$ cat src/rtl/regfile_wb_arbiter_if.sv
// Bundles the issue, write-back and register-file signals of regfile_wb_arbiter.
//   slave  : the arbiter side (takes issue/write-back requests, drives readies,
//            the register-file write port, the scoreboard and the error flag)
//   master : the surrounding pipeline side (decode, ALU, load unit, register file)
interface regfile_wb_arbiter_if #(
    parameter int unsigned XLEN = 64,
    parameter int unsigned NREG = 32
);
    logic            issue_valid;
    logic [4:0]      issue_rs1;
    logic [4:0]      issue_rs2;
    logic [4:0]      issue_rd;
    logic            issue_ready;

    logic            alu_wb_valid;
    logic [4:0]      alu_wb_rd;
    logic [XLEN-1:0] alu_wb_data;
    logic            alu_wb_ready;

    logic            mem_wb_valid;
    logic [4:0]      mem_wb_rd;
    logic [XLEN-1:0] mem_wb_data;
    logic            mem_wb_ready;

    logic            flush;

    logic            rf_reg_write;
    logic [4:0]      rf_rd;
    logic [XLEN-1:0] rf_write_data;
    logic [NREG-1:0] busy;
    logic            wb_err;

    modport slave (
        input  issue_valid, issue_rs1, issue_rs2, issue_rd,
        input  alu_wb_valid, alu_wb_rd, alu_wb_data,
        input  mem_wb_valid, mem_wb_rd, mem_wb_data,
        input  flush,
        output issue_ready, alu_wb_ready, mem_wb_ready,
        output rf_reg_write, rf_rd, rf_write_data, busy, wb_err
    );

    modport master (
        output issue_valid, issue_rs1, issue_rs2, issue_rd,
        output alu_wb_valid, alu_wb_rd, alu_wb_data,
        output mem_wb_valid, mem_wb_rd, mem_wb_data,
        output flush,
        input  issue_ready, alu_wb_ready, mem_wb_ready,
        input  rf_reg_write, rf_rd, rf_write_data, busy, wb_err
    );
endinterface

$ cat src/rtl/regfile_wb_arbiter.sv
// Write-back arbiter and register scoreboard.
// Ports:
//   clk   : clock, all state changes on the rising edge
//   rst_n : asynchronous active-low reset
//   bus   : regfile_wb_arbiter_if.slave -- issue handshake, ALU/MEM write-back
//           requests, flush, registered register-file write port, busy
//           scoreboard and sticky wb_err flag
// One write-back is accepted per cycle (round-robin on conflict) and driven to
// the register file one cycle later; busy[rd] is set on issue and cleared when
// the write reaches the register file.
module regfile_wb_arbiter #(
    parameter int unsigned XLEN = 64,
    parameter int unsigned NREG = 32
) (
    input logic                 clk,
    input logic                 rst_n,
    regfile_wb_arbiter_if.slave bus
);

    logic            rr_ptr_q, rr_ptr_d;   // 0: ALU wins a conflict, 1: MEM wins
    logic [NREG-1:0] busy_q, busy_d;
    logic            rf_we_q, rf_we_d;
    logic [4:0]      rf_rd_q, rf_rd_d;
    logic [XLEN-1:0] rf_data_q, rf_data_d;
    logic            wb_err_q, wb_err_d;
    logic            flush_q;              // flush seen in the previous cycle

    logic            alu_grant, mem_grant, accept;
    logic [4:0]      acc_rd;
    logic [XLEN-1:0] acc_data;
    logic [NREG-1:0] busy_eff;
    logic            issue_fire;

    // Arbitration
    always_comb begin
        alu_grant = bus.alu_wb_valid && (!bus.mem_wb_valid || !rr_ptr_q);
        mem_grant = bus.mem_wb_valid && (!bus.alu_wb_valid || rr_ptr_q);
        accept    = alu_grant || mem_grant;
        acc_rd    = mem_grant ? bus.mem_wb_rd   : bus.alu_wb_rd;
        acc_data  = mem_grant ? bus.mem_wb_data : bus.alu_wb_data;
        // Flip only on a conflict so the loser wins next time.
        rr_ptr_d  = (bus.alu_wb_valid && bus.mem_wb_valid) ? !rr_ptr_q : rr_ptr_q;
    end

    // Scoreboard and issue gating
    always_comb begin
        busy_eff    = busy_q;
        busy_eff[0] = 1'b0;

        bus.issue_ready = !bus.flush && !busy_eff[bus.issue_rs1]
                          && !busy_eff[bus.issue_rs2] && !busy_eff[bus.issue_rd];
        issue_fire      = bus.issue_valid && bus.issue_ready;

        busy_d = busy_q;
        if (bus.flush) begin
            busy_d = '0;
        end else begin
            if (rf_we_q) busy_d[rf_rd_q] = 1'b0;
            // Set after clear: a fresh issue to the register being retired wins.
            if (issue_fire && bus.issue_rd != 5'd0) busy_d[bus.issue_rd] = 1'b1;
        end
        busy_d[0] = 1'b0;
    end

    // Register-file write port and error flag
    always_comb begin
        rf_we_d   = accept && (acc_rd != 5'd0);
        rf_rd_d   = accept ? acc_rd   : rf_rd_q;
        rf_data_d = accept ? acc_data : rf_data_q;
        // Writes landing during a flush or the cycle after may target registers
        // the flush already released, so they are not errors.
        wb_err_d  = wb_err_q || (accept && acc_rd != 5'd0 && !busy_eff[acc_rd]
                                 && !bus.flush && !flush_q);
    end

    always_ff @(posedge clk or negedge rst_n) begin
        if (!rst_n) begin
            rr_ptr_q  <= 1'b0;
            busy_q    <= '0;
            rf_we_q   <= 1'b0;
            rf_rd_q   <= 5'd0;
            rf_data_q <= '0;
            wb_err_q  <= 1'b0;
            flush_q   <= 1'b0;
        end else begin
            rr_ptr_q  <= rr_ptr_d;
            busy_q    <= busy_d;
            rf_we_q   <= rf_we_d;
            rf_rd_q   <= rf_rd_d;
            rf_data_q <= rf_data_d;
            wb_err_q  <= wb_err_d;
            flush_q   <= bus.flush;
        end
    end

    assign bus.alu_wb_ready  = alu_grant;
    assign bus.mem_wb_ready  = mem_grant;
    assign bus.rf_reg_write  = rf_we_q;
    assign bus.rf_rd         = rf_rd_q;
    assign bus.rf_write_data = rf_data_q;
    assign bus.busy          = busy_q;
    assign bus.wb_err        = wb_err_q;

endmodule

$ cat src/flat_wrapper.sv
// flat-port wrapper written by rule: the top's interface ports become plain ports
module regfile_wb_arbiter_flat 
#(
    parameter int unsigned XLEN = 64,
    parameter int unsigned NREG = 32
)
  (clk, rst_n, bus_issue_valid, bus_issue_rs1, bus_issue_rs2, bus_issue_rd, bus_alu_wb_valid, bus_alu_wb_rd, bus_alu_wb_data, bus_mem_wb_valid, bus_mem_wb_rd, bus_mem_wb_data, bus_flush, bus_issue_ready, bus_alu_wb_ready, bus_mem_wb_ready, bus_rf_reg_write, bus_rf_rd, bus_rf_write_data, bus_busy, bus_wb_err);
  regfile_wb_arbiter_if #(.XLEN(XLEN), .NREG(NREG)) bus_i ();
  input logic clk;
  input logic rst_n;
  input wire logic [$bits(bus_i.issue_valid)-1:0] bus_issue_valid;
  input wire logic [$bits(bus_i.issue_rs1)-1:0] bus_issue_rs1;
  input wire logic [$bits(bus_i.issue_rs2)-1:0] bus_issue_rs2;
  input wire logic [$bits(bus_i.issue_rd)-1:0] bus_issue_rd;
  input wire logic [$bits(bus_i.alu_wb_valid)-1:0] bus_alu_wb_valid;
  input wire logic [$bits(bus_i.alu_wb_rd)-1:0] bus_alu_wb_rd;
  input wire logic [$bits(bus_i.alu_wb_data)-1:0] bus_alu_wb_data;
  input wire logic [$bits(bus_i.mem_wb_valid)-1:0] bus_mem_wb_valid;
  input wire logic [$bits(bus_i.mem_wb_rd)-1:0] bus_mem_wb_rd;
  input wire logic [$bits(bus_i.mem_wb_data)-1:0] bus_mem_wb_data;
  input wire logic [$bits(bus_i.flush)-1:0] bus_flush;
  output wire logic [$bits(bus_i.issue_ready)-1:0] bus_issue_ready;
  output wire logic [$bits(bus_i.alu_wb_ready)-1:0] bus_alu_wb_ready;
  output wire logic [$bits(bus_i.mem_wb_ready)-1:0] bus_mem_wb_ready;
  output wire logic [$bits(bus_i.rf_reg_write)-1:0] bus_rf_reg_write;
  output wire logic [$bits(bus_i.rf_rd)-1:0] bus_rf_rd;
  output wire logic [$bits(bus_i.rf_write_data)-1:0] bus_rf_write_data;
  output wire logic [$bits(bus_i.busy)-1:0] bus_busy;
  output wire logic [$bits(bus_i.wb_err)-1:0] bus_wb_err;
  assign bus_i.issue_valid = bus_issue_valid;
  assign bus_i.issue_rs1 = bus_issue_rs1;
  assign bus_i.issue_rs2 = bus_issue_rs2;
  assign bus_i.issue_rd = bus_issue_rd;
  assign bus_i.alu_wb_valid = bus_alu_wb_valid;
  assign bus_i.alu_wb_rd = bus_alu_wb_rd;
  assign bus_i.alu_wb_data = bus_alu_wb_data;
  assign bus_i.mem_wb_valid = bus_mem_wb_valid;
  assign bus_i.mem_wb_rd = bus_mem_wb_rd;
  assign bus_i.mem_wb_data = bus_mem_wb_data;
  assign bus_i.flush = bus_flush;
  assign bus_issue_ready = bus_i.issue_ready;
  assign bus_alu_wb_ready = bus_i.alu_wb_ready;
  assign bus_mem_wb_ready = bus_i.mem_wb_ready;
  assign bus_rf_reg_write = bus_i.rf_reg_write;
  assign bus_rf_rd = bus_i.rf_rd;
  assign bus_rf_write_data = bus_i.rf_write_data;
  assign bus_busy = bus_i.busy;
  assign bus_wb_err = bus_i.wb_err;
  regfile_wb_arbiter #(.XLEN(XLEN), .NREG(NREG)) u_core (.clk(clk), .rst_n(rst_n), .bus(bus_i));
endmodule
$ cat config.mk
export PLATFORM = sky130hd
export DESIGN_NAME = regfile_wb_arbiter_flat
export DESIGN_NICKNAME = d
export VERILOG_FILES = /design/src/rtl/regfile_wb_arbiter_if.sv /design/src/rtl/regfile_wb_arbiter.sv /design/src/flat_wrapper.sv
export SDC_FILE = /design/constraint.sdc
export NUM_CORES = 1
export LEC_CHECK = 0
export ABC_AREA = 1
export CAP_MARGIN = 25
export CORE_ASPECT_RATIO = 0.5
export CORE_MARGIN = 10
export CORE_UTILIZATION = 50
export DETAILED_ROUTE_END_ITERATION = 10
export DONT_BUFFER_PORTS = 1
export PLACE_DENSITY = 0.61
export SYNTH_ARGS = -nofsm -noshare
export SYNTH_HDL_FRONTEND = slang
export SYNTH_SLANG_ARGS = --single-unit
$ cat constraint.sdc
create_clock -name clk -period 2.14 [get_ports clk]
set_input_delay 0 -clock clk [delete_from_list [all_inputs] [get_ports clk]]
set_output_delay 0 -clock clk [all_outputs]
set_load 0.03 [all_outputs]
Word-level counts from Yosys, hierarchy flattened:

Index checks and enable logic that the tools add are counted.

* bits in registers: 104
* output and inout bits: 106

* order comparisons: 7
* mux-type cells: 18
* bitwise operators: 3
* reduce and logical (&&, ||, !) cells: 29

Operators by type and width (count)
* $mux W32: 4
* $mux W64: 1
* $and A32 B32 Y32: 1
* $not A32 Y32: 1
* $or A32 B32 Y32: 1
* $lt A5 B6 Y1 const B: 5
* $bmux W1 S5: 4
* $logic_and A1 B1 Y1: 14
* $demux W1 S5: 2
* $ge A5 B1 Y1 const B: 2
* $reduce_bool A5 Y1: 2
* $logic_not A1 Y1: 9
* $mux W1: 6
* $mux W5: 1
* $logic_or A1 B1 Y1: 4

Depth between registers and ports, before layout:

* depth after elaboration: 11
* mapped depth: 16
* depth with buffers taken out: 16

Worst setup path before layout:

OpenSTA, ideal clock, no wires.

* kind: reg2out
* from: reg u_core.busy_q[19], in the netlist u_core.bus.busy[19]
* to: out bus_issue_ready
* arrival: 1772 ps
* setup slack: 368 ps
* cell stages (with the launch flop): 10
* buffers on the path: 0
* cell sequence: dfrtp_1 inv_1 nor2_1 a21oi_1 nand2_1 nand2_1 nand2_1 inv_1 nand3_2 nor3_1

* longest elaborated chain between the ends: 6
* elaborated cells on any way between the ends: 12

RTL lines
* start: declaration: line regfile_wb_arbiter.sv:21 `logic [NREG-1:0] busy_q, busy_d;`
* start signal: assignment: line regfile_wb_arbiter.sv:87 `busy_q <= busy_d;`
* $bmux W1 S5: line regfile_wb_arbiter.sv:50 `bus.issue_ready = !bus.flush && !busy_eff[bus.issue_rs1]`
* $mux W1 (not written as such): line regfile_wb_arbiter.sv:50
* $logic_not A1 Y1: line regfile_wb_arbiter.sv:50
* $logic_and A1 B1 Y1: line regfile_wb_arbiter.sv:50
* $logic_and A1 B1 Y1: line regfile_wb_arbiter.sv:51 `&& !busy_eff[bus.issue_rs2] && !busy_eff[bus.issue_rd];`
* $logic_and A1 B1 Y1 *: line regfile_wb_arbiter.sv:51
* end: declaration: line flat_wrapper.sv:22 `output wire logic [$bits(bus_i.issue_ready)-1:0] bus_issue_ready;`

Every way passes the cells marked *; elsewhere a longest branch is shown, timed or not. The select of a mux whose other input is x is not followed.

Worst setup path after layout:

* from: reg u_core.rr_ptr_q
* to: reg u_core.rf_data_q[0], in the netlist u_core.bus.rf_write_data[0]

* longest elaborated chain between the ends: 4
* elaborated cells on any way between the ends: 7

RTL lines
* start: declaration: line regfile_wb_arbiter.sv:20 `logic rr_ptr_q, rr_ptr_d;`
* start signal: assignment: line regfile_wb_arbiter.sv:86 `rr_ptr_q <= rr_ptr_d;`
* $logic_not A1 Y1: line regfile_wb_arbiter.sv:36 `alu_grant = bus.alu_wb_valid && (!bus.mem_wb_valid || !rr_ptr_q);`
* $logic_or A1 B1 Y1: line regfile_wb_arbiter.sv:36
* $logic_and A1 B1 Y1: line regfile_wb_arbiter.sv:36
* $logic_or A1 B1 Y1: line regfile_wb_arbiter.sv:38 `accept = alu_grant || mem_grant;`
* end signal: assignment: line regfile_wb_arbiter.sv:90 `rf_data_q <= rf_data_d;`
* end: declaration: line regfile_wb_arbiter.sv:24 `logic [XLEN-1:0] rf_data_q, rf_data_d;`

Parallel ways exist; a longest one is shown, timed or not.
A chain may end at the register's enable or synchronous reset.

==> results.md <==
- Initial Util: 0.512
- P&R area growth vs syn: 30.6%
- Int Power: 3.45 mW
- Max-slew violations: 0
- DRC errors left: 0
- Vias: 7466
- Mapped Cells: 953
- DP Worst Slack: 0.286 ns
- CP Class: reg -> reg
- Post-layout instance area: 8460 sq um
- Post-DRT Antenna Nets: 0
- Commonest non-fill, non-tap cell in the layout: nand2_1
- WL/cell: 21.8 um
- CTS Sinks: 104
- Final HPWL DP: 18200 um
- Switching share of power: 0.375
- CP startpoint kind: flip-flop
- Total power: 5.52 mW
- Multi-input logic area: 3290 sq um
- Fin crit period: 1.98 ns
- Unique masters post-synth: 27
- Worst hold path type: in -> async
- Post-CTS setup buffer count: 0
- Power share of the combinational group: 0.202
- Final setup viols: 0
- Post-synth EDFFs: 0
- Synth Register Bits: 104
- Worst vdd ir: 0.453 mV
- Post-layout nets: 1246
- Die area: 18200 sq um
- Worst-skew pair later-pin latency: 0.36 ns
- Flop pwr share: 0.488
- H-tree depth: 3
- First-pass GRT wire length: 41900 um
- GP Congestion: 0.902
- Failing checks: negative hold slack
- Ranking of synthesized cells by area: dfrtp_1 40%, nand2_1 15%, nor2_1 9.5%, o31ai_1 7.4%, nand3_1 6.8%
- Lkg Pwr: 3.81 nW
- Placed instance area: 6760 sq um
- CTS Hold Buffers Added: 136
- Fill count: 1047
- Register area share after synthesis: 0.402
- Share of layout cells above drive strength 1: 0.0742
- Worst path max stage delay: 0.60 ns
- Mapped Nets: 1112
- Worst Path Arrival: 2.27 ns
- Worst-Margin Slew: 0.753 ns
- Crit path launch: u_core.rr_ptr_q$_DFFE_PN0P_
- Final Hold Vio Count: 104
- Fin Clk Skew: 0.00792 ns
- Placed cells: 1110
- Tcrit/Tclk final: 0.924
- Worst-path clk slew: 0.08 ns
- Clock network power share: 0.310
- Final worst slack: 0.162 ns
- Final total negative setup slack: 0 ns
- Row Count: 29
- Initial antenna violation count: 5
- Number of max-cap violations: 0
- Worst path slowest cell: dlygate4sd3_1
- Core ar.: 12700 sq um
- Reg2Reg Depth: 7
- Kind of end point of the critical path: flip-flop
- Syn Area/Cell: 6.80 sq um
- Crit-path max FO: 64
- Critical register-to-register path startpoint: u_core.rr_ptr_q$_DFFE_PN0P_
- DR pass1 iterations: 5
- Total Routing Usage GR: 0.285
- Main flop type after synthesis: dfrtp_1
- Worst-case clock buffer depth: 2
- Reg2reg end: u_core.bus.rf_write_data[0]$_DFFE_PN0P_
- Storage cell area: 2600 sq um
- Vias per cell: 5.88
- Root Driver: clkbuf_16
- First-iteration detailed-routing DRC count: 886
- Rel. slew slack: 0.498
- Total I/O pin count: 265
- Final WL: 27700 um
- Vias in the first global route: 7294
- Outcome: complete, but fails checks
- Die width: 181 um
- Die Height: 100 um
- Port buffer count: 0
- Cell Chain, Critical Path: inv_1, nand2_1, nand2_2, buf_8, nor2_1, o31ai_1, dlygate4sd3_1
- Yosys warning total: 0
- Final hold slack: -0.668 ns
- Final core utilization: 0.668
- Post-route insts no fill: 1269
- Net Sw Power: 2.07 mW
- Fmax: 506 MHz
- CTS tree: done
- Commonest cells after routing, fill and taps aside: 262 x nand2_1, 163 x nor2_1, 135 x dlygate4sd3_1
- Yosys top cell area share: 0.402
- FF-to-FF setup slack: 0.16 ns
- Cts bufs inserted: 9
- Synth Cell Area: 6480 sq um
- P per Cell Area: 653 nW/um^2
- RSZ-0062 raised after global routing: false
- Total grt overflow: 0
- Async SR Flop Fraction: 1.00
- Critical path required time: 2.43 ns
- Yosys top cell by area: dfrtp_1
- Largest net degree at the start of global routing: 105
per-layer routing:
metal / global-route usage / vias to the layer above / wire, um
met5: 0 / - / 0
met4: 0.129 / 0 / 1100
met3: 0.0864 / 80 / 2980
met2: 0.475 / 473 / 13300
met1: 0.338 / 3513 / 10300
li1: - / 3400 / -
flip-flops by register name (all words and copies together), names as in the netlist:
name / cells
u_core.bus.rf_write_data: 64
u_core.bus.busy: 31
u_core.bus.rf_rd: 5
u_core.bus.rf_reg_write: 1
u_core.bus.wb_err: 1
u_core.flush_q: 1
u_core.rr_ptr_q: 1
critical path: cells and delay by family, from the launching register on:
family	cells	cell delay, ns
buffers and inverters	3	1.02
AOI/OAI and AO/OA	1	0.24
and+or+nand+nor	3	0.26
DFF	1	0.39
synth_stat cells (3+ instances only):
| master | number |
|---|---|
| nor2_2 | 3 |
| inv_2 | 6 |
| nor3_1 | 10 |
| clkbuf_1 | 22 |
| nor2_1 | 164 |
| dfrtp_1 | 104 |
| nand3_1 | 88 |
| nand4_1 | 32 |
| buf_1 | 8 |
| buf_4 | 8 |
| inv_1 | 71 |
| buf_2 | 11 |
| buf_6 | 7 |
| nand2_1 | 263 |
| o21ai_1 | 4 |
| o31ai_1 | 64 |
| o21ai_0 | 44 |
| a21oi_1 | 32 |
timing repair:
item,in CTS,in global routing
gates resized for setup,0,4
endpoints found under the hold margin,204,104
setup endpoints to repair,0,3
final cells by class:
class                           count  share of cell area
Sequential cell                   104               0.308
Tap cell                          170              0.0251
Inverter                           78              0.0349
Multi-Input combinational cell    715               0.389
Timing Repair Buffer              179               0.205
Antenna cell                        7             0.00207
Clock inverter                      6             0.00798
Clock buffer                       10              0.0282
power by group through the flow:
stage / clock, mW / sequential (mW) / combinational [mW]
2_1_floorplan: 0 / 2.64 / 0.670
3_3_place_gp: 0 / 2.72 / 0.813
3_5_place_dp: 0 / 2.73 / 0.824
4_1_cts: 1.75 / 2.69 / 1.06
5_1_grt: 1.81 / 2.71 / 1.22
6_report: 1.71 / 2.69 / 1.11
cell families (layout without fill, tap and decap cells):
family	count (synthesis)	in the layout	synth area share
AOI/OAI and AO/OA	148	148	0.141
buffers and inverters	134	273	0.0929
DFF	104	104	0.402
other	1	8	0.000579
and+or+nand+nor	566	566	0.364
worst max-delay path by stage:
stage               slack [ns]  depth (start not counted)                                       end
CTS                       0.04                          7  u_core.bus.rf_write_data[13]$_DFFE_PN0P_
floorplan                 0.37                          9                           bus_issue_ready
global placement          0.31                         13              u_core.bus.busy[8]$_DFF_PN0_
global route             0.004                         11                           bus_issue_ready
finish                    0.16                          7   u_core.bus.rf_write_data[0]$_DFFE_PN0P_
detailed placement        0.29                         13               u_core.bus.wb_err$_DFF_PN0_
No activity file was read; power rests on OpenSTA's default activity.
